File: src/rtl/instr_fetch_sequencer_if.sv
// instr_fetch_sequencer_if: shared memory port between the fetch sequencer and memory
interface instr_fetch_sequencer_if #(parameter int AW = 16);
    logic          mem_req;
    logic          mem_we;
    logic [AW-1:0] mem_addr;
    logic          mem_ack;
    modport master(output mem_req, output mem_we, output mem_addr, input mem_ack);
    modport slave(input mem_req, input mem_we, input mem_addr, output mem_ack);
endinterface

File: src/rtl/instr_fetch_sequencer.sv
// instr_fetch_sequencer: multicycle fetch/decode/execute control FSM owning the PC and memory port
module instr_fetch_sequencer #(
    parameter int            AW       = 16,
    parameter logic [AW-1:0] RESET_PC = '0
) (
    input  logic                    Fclk,
    input  logic                    Rst_n,
    input  logic                    run,
    input  logic [31:0]             instr,
    input  logic [AW-1:0]           alu_addr,
    instr_fetch_sequencer_if.master bus,
    output logic [AW-1:0]           pc,
    output logic                    IRWr0,
    output logic                    IRWr1,
    output logic                    MemWrite,
    output logic                    MemtoReg,
    output logic                    RegDst,
    output logic                    RegWrite,
    output logic                    halted,
    output logic                    illegal
);
    typedef enum logic [2:0] {IDLE, F_LO, F_HI, DEC, EXE, MEM, WB, HALT} state_t;
    localparam logic [5:0] OP_R    = 6'h00;
    localparam logic [5:0] OP_ADDI = 6'h08;
    localparam logic [5:0] OP_LW   = 6'h23;
    localparam logic [5:0] OP_SW   = 6'h2B;
    localparam logic [5:0] OP_HALT = 6'h3F;
    state_t        state_q, state_d;
    logic [AW-1:0] pc_q, pc_d;
    logic [5:0]    op_q, op_d;
    logic          illegal_q, illegal_d;
    logic [5:0]    op;
    logic          in_flow;
    logic          unused_instr;
    assign unused_instr = ^instr[25:0];
    assign pc = pc_q;
    // state, PC, latched opcode and sticky illegal flag
    always_ff @(posedge Fclk or negedge Rst_n) begin
        if (!Rst_n) begin
            state_q   <= IDLE;
            pc_q      <= RESET_PC;
            op_q      <= '0;
            illegal_q <= 1'b0;
        end else begin
            state_q   <= state_d;
            pc_q      <= pc_d;
            op_q      <= op_d;
            illegal_q <= illegal_d;
        end
    end
    // next state and control strobes; decode is visible in DEC before the opcode is latched
    always_comb begin
        state_d      = state_q;
        pc_d         = pc_q;
        op_d         = op_q;
        illegal_d    = illegal_q;
        op           = (state_q == DEC) ? instr[31:26] : op_q;
        in_flow      = state_q inside {DEC, EXE, MEM, WB};
        bus.mem_req  = 1'b0;
        bus.mem_addr = pc_q;
        IRWr0        = 1'b0;
        IRWr1        = 1'b0;
        RegWrite     = 1'b0;
        MemWrite     = (state_q == MEM) && (op_q == OP_SW);
        bus.mem_we   = MemWrite;
        MemtoReg     = in_flow && (op == OP_LW);
        RegDst       = in_flow && (op == OP_R);
        halted       = (state_q == HALT);
        illegal      = illegal_q;
        case (state_q)
            IDLE: state_d = run ? F_LO : IDLE;
            F_LO: begin
                bus.mem_req = 1'b1;
                IRWr0       = bus.mem_ack;
                state_d     = bus.mem_ack ? F_HI : F_LO;
            end
            F_HI: begin
                bus.mem_req  = 1'b1;
                bus.mem_addr = pc_q + AW'(1);
                IRWr1        = bus.mem_ack;
                pc_d         = bus.mem_ack ? pc_q + AW'(2) : pc_q;
                state_d      = bus.mem_ack ? DEC : F_HI;
            end
            DEC: begin
                op_d      = instr[31:26];
                state_d   = (op_d inside {OP_R, OP_ADDI, OP_LW, OP_SW}) ? EXE : HALT;
                illegal_d = illegal_q | !(op_d inside {OP_R, OP_ADDI, OP_LW, OP_SW, OP_HALT});
            end
            EXE: state_d = (op_q == OP_LW || op_q == OP_SW) ? MEM : WB;
            MEM: begin
                bus.mem_req  = 1'b1;
                bus.mem_addr = alu_addr;
                state_d      = !bus.mem_ack ? MEM : (op_q == OP_LW) ? WB : run ? F_LO : IDLE;
            end
            WB: begin
                RegWrite = 1'b1;
                state_d  = run ? F_LO : IDLE;
            end
            default: state_d = HALT;
        endcase
    end
endmodule

File: src/flat_wrapper.sv
// flat-port wrapper written by rule: the top's interface ports become plain ports
module instr_fetch_sequencer_flat 
#(
    parameter int            AW       = 16,
    parameter logic [AW-1:0] RESET_PC = '0
)
  (Fclk, Rst_n, run, instr, alu_addr, pc, IRWr0, IRWr1, MemWrite, MemtoReg, RegDst, RegWrite, halted, illegal, bus_mem_req, bus_mem_we, bus_mem_addr, bus_mem_ack);
  instr_fetch_sequencer_if #(.AW(AW)) bus_i ();
  input  logic Fclk;
  input  logic Rst_n;
  input  logic run;
  input  logic [31:0] instr;
  input  logic [AW-1:0] alu_addr;
  output logic [AW-1:0] pc;
  output logic IRWr0;
  output logic IRWr1;
  output logic MemWrite;
  output logic MemtoReg;
  output logic RegDst;
  output logic RegWrite;
  output logic halted;
  output logic illegal;
  output wire logic [$bits(bus_i.mem_req)-1:0] bus_mem_req;
  output wire logic [$bits(bus_i.mem_we)-1:0] bus_mem_we;
  output wire logic [$bits(bus_i.mem_addr)-1:0] bus_mem_addr;
  input wire logic [$bits(bus_i.mem_ack)-1:0] bus_mem_ack;
  assign bus_mem_req = bus_i.mem_req;
  assign bus_mem_we = bus_i.mem_we;
  assign bus_mem_addr = bus_i.mem_addr;
  assign bus_i.mem_ack = bus_mem_ack;
  instr_fetch_sequencer #(.AW(AW), .RESET_PC(RESET_PC)) u_core (.Fclk(Fclk), .Rst_n(Rst_n), .run(run), .instr(instr), .alu_addr(alu_addr), .bus(bus_i), .pc(pc), .IRWr0(IRWr0), .IRWr1(IRWr1), .MemWrite(MemWrite), .MemtoReg(MemtoReg), .RegDst(RegDst), .RegWrite(RegWrite), .halted(halted), .illegal(illegal));
endmodule
File: config.mk
export PLATFORM = sky130hd
export DESIGN_NAME = instr_fetch_sequencer_flat
export DESIGN_NICKNAME = d
export VERILOG_FILES = /design/src/rtl/instr_fetch_sequencer_if.sv /design/src/rtl/instr_fetch_sequencer.sv /design/src/flat_wrapper.sv
export SDC_FILE = /design/constraint.sdc
export NUM_CORES = 1
export LEC_CHECK = 0
export BUFFER_PORTS_ARGS = -buffer_cell sky130_fd_sc_hd__clkbuf_2
export CORE_MARGIN = 1.5
export CORE_UTILIZATION = 39
export DETAILED_ROUTE_END_ITERATION = 10
export PLACE_DENSITY = 0.86
export SLEW_MARGIN = 10
export SYNTH_ARGS = -nofsm -noshare
export SYNTH_HDL_FRONTEND = slang
export SYNTH_SLANG_ARGS = --single-unit
File: constraint.sdc
create_clock -name Fclk -period 1.6 [get_ports Fclk]
set_clock_uncertainty 0.05 [all_clocks]
set_input_delay 0.16 -clock Fclk [delete_from_list [all_inputs] [get_ports Fclk]]
set_output_delay 0.16 -clock Fclk [all_outputs]
set_load 0.005 [all_outputs]
## After elaboration in Yosys (flattened, before gate mapping)

Index checks and enable logic that the tools add are counted.

| operators by class | value |
|---|---|
| reduce and logical (&&, ||, !) cells | 14 |
| multiplexer cells | 14 |
| bitwise logic cells | 1 |
| eq/ne operators | 14 |
| add/sub/neg operators | 2 |

Operators with widths:

| operator | count |
|---|---|
| $eq 6x6->1 const B | 6 |
| $pmux 16 s2 | 1 |
| $pmux 3 s6 | 1 |
| $add 16x1->16 const B | 1 |
| $add 16x2->16 const B | 1 |
| $eq 3x3->1 const B | 4 |
| $logic_not 6->1 | 2 |
| $reduce_bool 4->1 | 2 |
| $eq 3x2->1 const B | 2 |
| $eq 6x4->1 const B | 1 |
| $mux 1 | 6 |
| $mux 2 | 3 |
| $mux 3 | 2 |
| $mux 6 | 1 |
| $reduce_bool 5->1 | 1 |
| $eq 3x1->1 const B | 1 |
| $logic_and 1x1->1 | 3 |
| $logic_not 3->1 | 1 |
| $reduce_or 3->1 | 1 |
| $reduce_and 2->1 | 1 |
| $reduce_or 2->1 | 1 |
| $logic_not 1->1 | 1 |
| $logic_or 1x1->1 | 1 |
| $or 1x1->1 | 1 |

| word-level totals | value |
|---|---|
| output and inout bits | 42 |
| input port bits | 52 |
| flip-flop bits (word level) | 26 |
| logic and storage cells | 49 |

## Logic depth before layout (Yosys ltp)

| logic depth | value |
|---|---|
| depth in word-level cells | 4 |
| gate-level depth with buffers | 7 |

## Worst setup path after synthesis

OpenSTA, ideal clock, no wires.

| path | value |
|---|---|
| kind | reg2out |
| start | reg u_core.state_q[2] |
| end | out bus_mem_we |
| arrival | 1.495 ns |
| required time | 1.390 ns |
| buffers on the path | 3 |
| cell stages (with the launch flop) | 6 |
| path slack | -0.105 ns |
| cells stage by stage | dfrtp_1 -> buf_2 -> nand3_2 -> buf_2 -> nor4_1 -> buf_4 |

| on the way | value |
|---|---|
| word-level cells in the longest chain between the ends | 2 |

Ends and longest elaborated chain:

| what | RTL line | RTL |
|---|---|---|
| from (decl) | instr_fetch_sequencer.sv:28 | `state_t state_q, state_d;` |
| from (signal assigned) | instr_fetch_sequencer.sv:45 | `state_q <= state_d;` |
| $eq 3x3->1 | instr_fetch_sequencer.sv:64 | `MemWrite = (state_q == MEM) && (op_q == OP_SW);` |
| $logic_and 1x1->1 | instr_fetch_sequencer.sv:64 |  |
| to (decl) | flat_wrapper.sv:24 | `output wire logic [$bits(bus_i.mem_we)-1:0] bus_mem_we;` |

Every way passes these cells.

## Worst setup path in the final report

| path | value |
|---|---|
| start | reg u_core.state_q[0] |
| end | out RegDst |

| on the way | value |
|---|---|
| word-level cells in the longest chain between the ends | 4 |
| elaborated cells between the ends (all ways) | 8 |
| those cells by class | eq/ne: 4; mux: 1; reduce/logical: 3 |

Ends and longest elaborated chain:

| what | RTL line | RTL |
|---|---|---|
| $eq 3x2->1 | instr_fetch_sequencer.sv:57, instr_fetch_sequencer.sv:58 |  |
| $mux 6 | instr_fetch_sequencer.sv:57 | `op = (state_q == DEC) ? instr[31:26] : op_q;` |
| $logic_not 6->1 | instr_fetch_sequencer.sv:67 | `RegDst = in_flow && (op == OP_R);` |
| $logic_and 1x1->1 (*) | instr_fetch_sequencer.sv:67 |  |
| to (decl) | flat_wrapper.sv:19 | `output logic RegDst;` |

Mark *: on every way between the ends. The rest lies on a longest branch, timed or not.

==> results <==
- The worst-case setup margin in the final layout is -0.239 ns.
- The area added between synthesis and finish is 54.9%.
- The full die area is 4330 µm².
- After synthesis, the mean cell area works out to 10.7 µm².
- Synthesis produced a netlist with a net count of 197.
- The minimum hold slack is 0.107 ns.
- The register-to-register setup slack is -0.18 ns.
- The cell area after synthesis is 1540 µm².
- In the routed design, unresolved DRC markers number 0.
- The final reports fail on setup timing.
- The flip-flop and latch count after synthesis is 25.
- The die extent in y is 65.8 µm.
- After floorplanning, the core was divided into 22 placement rows.
- The core region is 3720 µm².
- The part of the power in the clock network is 11.2%.
- The number of buffers inserted by port buffering is 66.
- The post-route netlist has 63.0% of its cells at a drive strength greater than 1.
- The number of maximum-capacitance violations is 0.
- The initial antenna violation count is 0.
- The most critical setup path has its startpoint at u_core.state_q[0].
- The synthesized netlist cell count is 144.
- The total wirelength of the detailed-routed design is 4.11 mm.
- The CTS sink count is 25.
- The hold violation total from the final report is 0.
- The worst hold-check path type is input port to flop.
- The pre-antenna-repair detailed-routing pass consisted of 4 iterations.
- The later pin in the worst-skew pair is clocked with a latency of 0.27 ns.
- At the pin with the least slew margin, the transition time is 0.618 ns.
- Across every metal layer, demand over resource in global routing totals 18.3%.
- The final max-slew violation count is 0.
- The flow ran to the end, but the final reports show violations.
- The endpoint of the worst-slack reg-to-reg timing path is u_core.pc[7].
- At the end of the flow, the number of nets in the layout was 292.
- Once detailed placement completed, the half-perimeter wirelength came to 2.78 mm.
- The post-detailed-route count of antenna-violating nets is 0.
- The switching portion of total power is 38.6%.
- The die is 65.8 µm wide.
- For this block, the initial DRC count from the detailed router was 35.
- The worst setup path is of the flop to output pin kind.
- Per report_power, the sequential group accounts for 28.7% of the total.
- STA classifies the critical path endpoint as an output pin.
- The leakage power total is 1.24 nW.
- The number of global-route vias before repair was 1333.
- The number of cells on the worst reg-to-reg path is 6.
- The smallest clock period supported by the final layout is computed as 1.84 ns.
- The largest net degree at the start of global routing is 26.
- The number of antenna diodes in the final layout is 0.
- Timing would allow up to 544 MHz.
- The power per unit of standard cell area is 1430 nW/µm².
- The synthesis warning total is 0.
- The startpoint identified for the worst register-to-register timing path is u_core.state_q[0].
- Along the worst path, the maximum fanout reaches 3.
- The sequential-to-total area share from yosys stat is 40.7%.
- The worst setup slack before clock tree synthesis is -0.0948 ns.
- The congestion estimate from routability-driven global placement came to 0.786.
- In the layout the commonest cells are sky130_fd_sc_hd__clkbuf_2 (62), sky130_fd_sc_hd__dfrtp_1 (24), sky130_fd_sc_hd__buf_4 (20).
- The analysis attributes to net switching a power of 1.31 mW.
- CTS built an H-tree with a depth of 1.
- The clock passes through at most 2 buffers.
- The post-route fraction of the period consumed by the critical path is 115%.
- Across the VDD grid, the largest voltage drop is 0.932 mV.
- The I/O pin count is 94.
- Data arrives at the worst endpoint at 1.63 ns.
- The clock tree from TritonCTS is built.
- The via count normalized by instance count is 5.09.
- The detailed router placed 1455 vias in this run.
- Counting the buffers created by CTS gives 3.
- The synthesized netlist contains 43 unique library cells.
- Setup repair after global routing could not meet its margin everywhere.
- The critical path capture point is RegDst.
- At the worst endpoint, the required time is 1.39 ns.
- The critical path launch point type is a flop.
- The library cell used most frequently in the layout, excluding fill and tap cells, is sky130_fd_sc_hd__clkbuf_2.
- For this configuration, the core starts out at a cell density of 41.4%.
- The total overflow left after global routing is 0.
- The first global-routing pass estimated 6.18 mm of wire.
- The final routed wire length divided by cell count is 14.4 µm.
- Internal power comes to 2.09 mW.
- The tree is rooted in a sky130_fd_sc_hd__clkbuf_8.
- Setup total negative slack on the finished layout was measured at -5.77 ns.
- The worst pin sits at a relative slew slack of 58.8%.
- The proportion of power drawn by combinational gates is 60.1%.
- Clock-pin slew was measured on the worst setup and hold paths at 0.08 ns.
- The final number of setup-violating endpoints is 41.
==> what timing repair did <==
item / in CTS / in global routing
setup buffers: 9 / 4
hold endpoints to repair: 25 / 0
hold buffers: 1 / 0
pin swaps: 14 / 9
setup endpoints to repair: 34 / 42
resized for setup: 23 / 22
==> metrics by stage <==
| step | cell area (µm²) | instances | power [mW] | utilization, % |
|---|---|---|---|---|
| after floorplan | 1550 | 144 | 1.95 | - |
| after global placement | 2040 | 268 | 2.57 | 54.8 |
| after detailed placement | 2040 | 268 | 2.63 | 54.8 |
| after CTS | 2250 | 282 | 3.27 | 60.5 |
| after global routing | 2380 | 286 | 3.66 | 64.1 |
| final | 2380 | 286 | 3.41 | 64.1 |
==> cell usage after synthesis <==
cell type | instances | share of area [%]
sky130_fd_sc_hd__or2_2 | 2 | 0.81
sky130_fd_sc_hd__ha_1 | 1 | 0.81
sky130_fd_sc_hd__conb_1 | 1 | 0.24
sky130_fd_sc_hd__nand3_1 | 8 | 2.6
sky130_fd_sc_hd__and4_1 | 2 | 1.1
sky130_fd_sc_hd__o311ai_1 | 2 | 1.1
sky130_fd_sc_hd__a31oi_1 | 1 | 0.41
sky130_fd_sc_hd__nor4bb_4 | 1 | 1.6
sky130_fd_sc_hd__o2111ai_1 | 2 | 1.1
sky130_fd_sc_hd__nand3b_4 | 1 | 1.3
sky130_fd_sc_hd__nor2_1 | 5 | 1.2
sky130_fd_sc_hd__nand2b_1 | 1 | 0.41
sky130_fd_sc_hd__nand4_1 | 4 | 1.6
sky130_fd_sc_hd__nand3_2 | 1 | 0.65
sky130_fd_sc_hd__buf_2 | 3 | 0.98
sky130_fd_sc_hd__and2_1 | 1 | 0.41
sky130_fd_sc_hd__mux2_2 | 19 | 14
sky130_fd_sc_hd__clkbuf_1 | 2 | 0.49
sky130_fd_sc_hd__a311oi_1 | 1 | 0.57
sky130_fd_sc_hd__a211oi_1 | 1 | 0.49
sky130_fd_sc_hd__o32a_1 | 1 | 0.65
sky130_fd_sc_hd__a21oi_1 | 3 | 0.98
sky130_fd_sc_hd__o211ai_1 | 2 | 0.98
sky130_fd_sc_hd__and3_1 | 3 | 1.2
sky130_fd_sc_hd__nand4_2 | 1 | 0.81
sky130_fd_sc_hd__nor3_2 | 1 | 0.65
sky130_fd_sc_hd__nor3b_1 | 1 | 0.49
sky130_fd_sc_hd__mux2i_1 | 3 | 2.0
sky130_fd_sc_hd__o21ai_0 | 1 | 0.33
sky130_fd_sc_hd__nand2_1 | 6 | 1.5
sky130_fd_sc_hd__o311ai_0 | 2 | 1.1
sky130_fd_sc_hd__nor3_1 | 1 | 0.33
sky130_fd_sc_hd__buf_6 | 2 | 1.5
sky130_fd_sc_hd__nor4_1 | 3 | 1.2
sky130_fd_sc_hd__or2_1 | 1 | 0.41
sky130_fd_sc_hd__buf_4 | 3 | 1.5
sky130_fd_sc_hd__xor2_1 | 3 | 1.7
sky130_fd_sc_hd__or3_1 | 2 | 0.81
sky130_fd_sc_hd__inv_1 | 8 | 2.0
sky130_fd_sc_hd__dfrtp_1 | 25 | 41
sky130_fd_sc_hd__o22ai_1 | 1 | 0.41
sky130_fd_sc_hd__xnor2_1 | 11 | 6.3
sky130_fd_sc_hd__a311o_1 | 1 | 0.65
==> critical path: stages (launching register included) <==
cell	delay, ns
sky130_fd_sc_hd__dfrtp_2	0.46
sky130_fd_sc_hd__buf_6	0.13
sky130_fd_sc_hd__buf_6	0.11
sky130_fd_sc_hd__nand2_2	0.05
sky130_fd_sc_hd__nand3_2	0.06
sky130_fd_sc_hd__o32a_1	0.19
sky130_fd_sc_hd__nor4_2	0.21
sky130_fd_sc_hd__buf_2	0.15
==> state kept, by name, summed over array words and instances (netlist names) <==
| name | flops |
|---|---|
| u_core.op_q | 6 |
| u_core.illegal | 1 |
| u_core.state_q | 3 |
| u_core.pc | 15 |
==> layout make-up <==
type	instances	area (µm²)
tap	48	60.1
clock buffer	3	41.3
sequential	25	627
clock inverter	1	7.51
timing repair buffer	100	652
fill	298	1330
inverter	8	30.0
multi-input combinational	101	965
==> power groups by stage <==
stage / Sequential, mW / Combinational [mW] / Clock [mW]
floorplan: 0.938 / 1.02 / 0
global placement: 0.975 / 1.59 / 0
detailed placement: 0.993 / 1.64 / 0
CTS: 0.969 / 1.91 / 0.391
global route: 1.00 / 2.23 / 0.429
finish: 0.979 / 2.05 / 0.382
==> layer usage <==
metal  routed length, µm  share of wire (%)  up-vias  global-route usage [%]
li1                    -                  -      709                       -
met1                1730                 42      705                    23.3
met2                2180                 53       35                    32.7
met3                 120                2.9        6                    1.36
met4                  76                1.9        0                    5.99
met5                   0                  0        -                       0
==> worst min path at each step <==
stage                     end      start  cells after the start  slack (ns)
6_report       u_core.op_q[2]  instr[28]                      2        0.11
5_1_grt        u_core.op_q[3]  instr[29]                      2        0.11
4_1_cts        u_core.op_q[2]  instr[28]                      2        0.11
3_5_place_dp    u_core.pc[15]      Rst_n                      1        0.16
3_3_place_gp     u_core.pc[9]      Rst_n                      1        0.15
2_1_floorplan  u_core.illegal      Rst_n                      0       -0.19
==> cell families (layout without fill, tap and decap cells) <==
| family | count (synthesis) | after routing | synth area share, % |
|---|---|---|---|
| xor+xnor | 14 | 14 | 7.97 |
| fa+ha+maj | 1 | 1 | 0.814 |
| compound gates | 18 | 18 | 8.87 |
| flops | 25 | 25 | 40.7 |
| other cells | 1 | 1 | 0.244 |
| simple gates | 45 | 45 | 19.2 |
| buf+inv | 18 | 112 | 6.35 |
| mux | 22 | 22 | 15.9 |
Power figures use the tool's default switching activity.
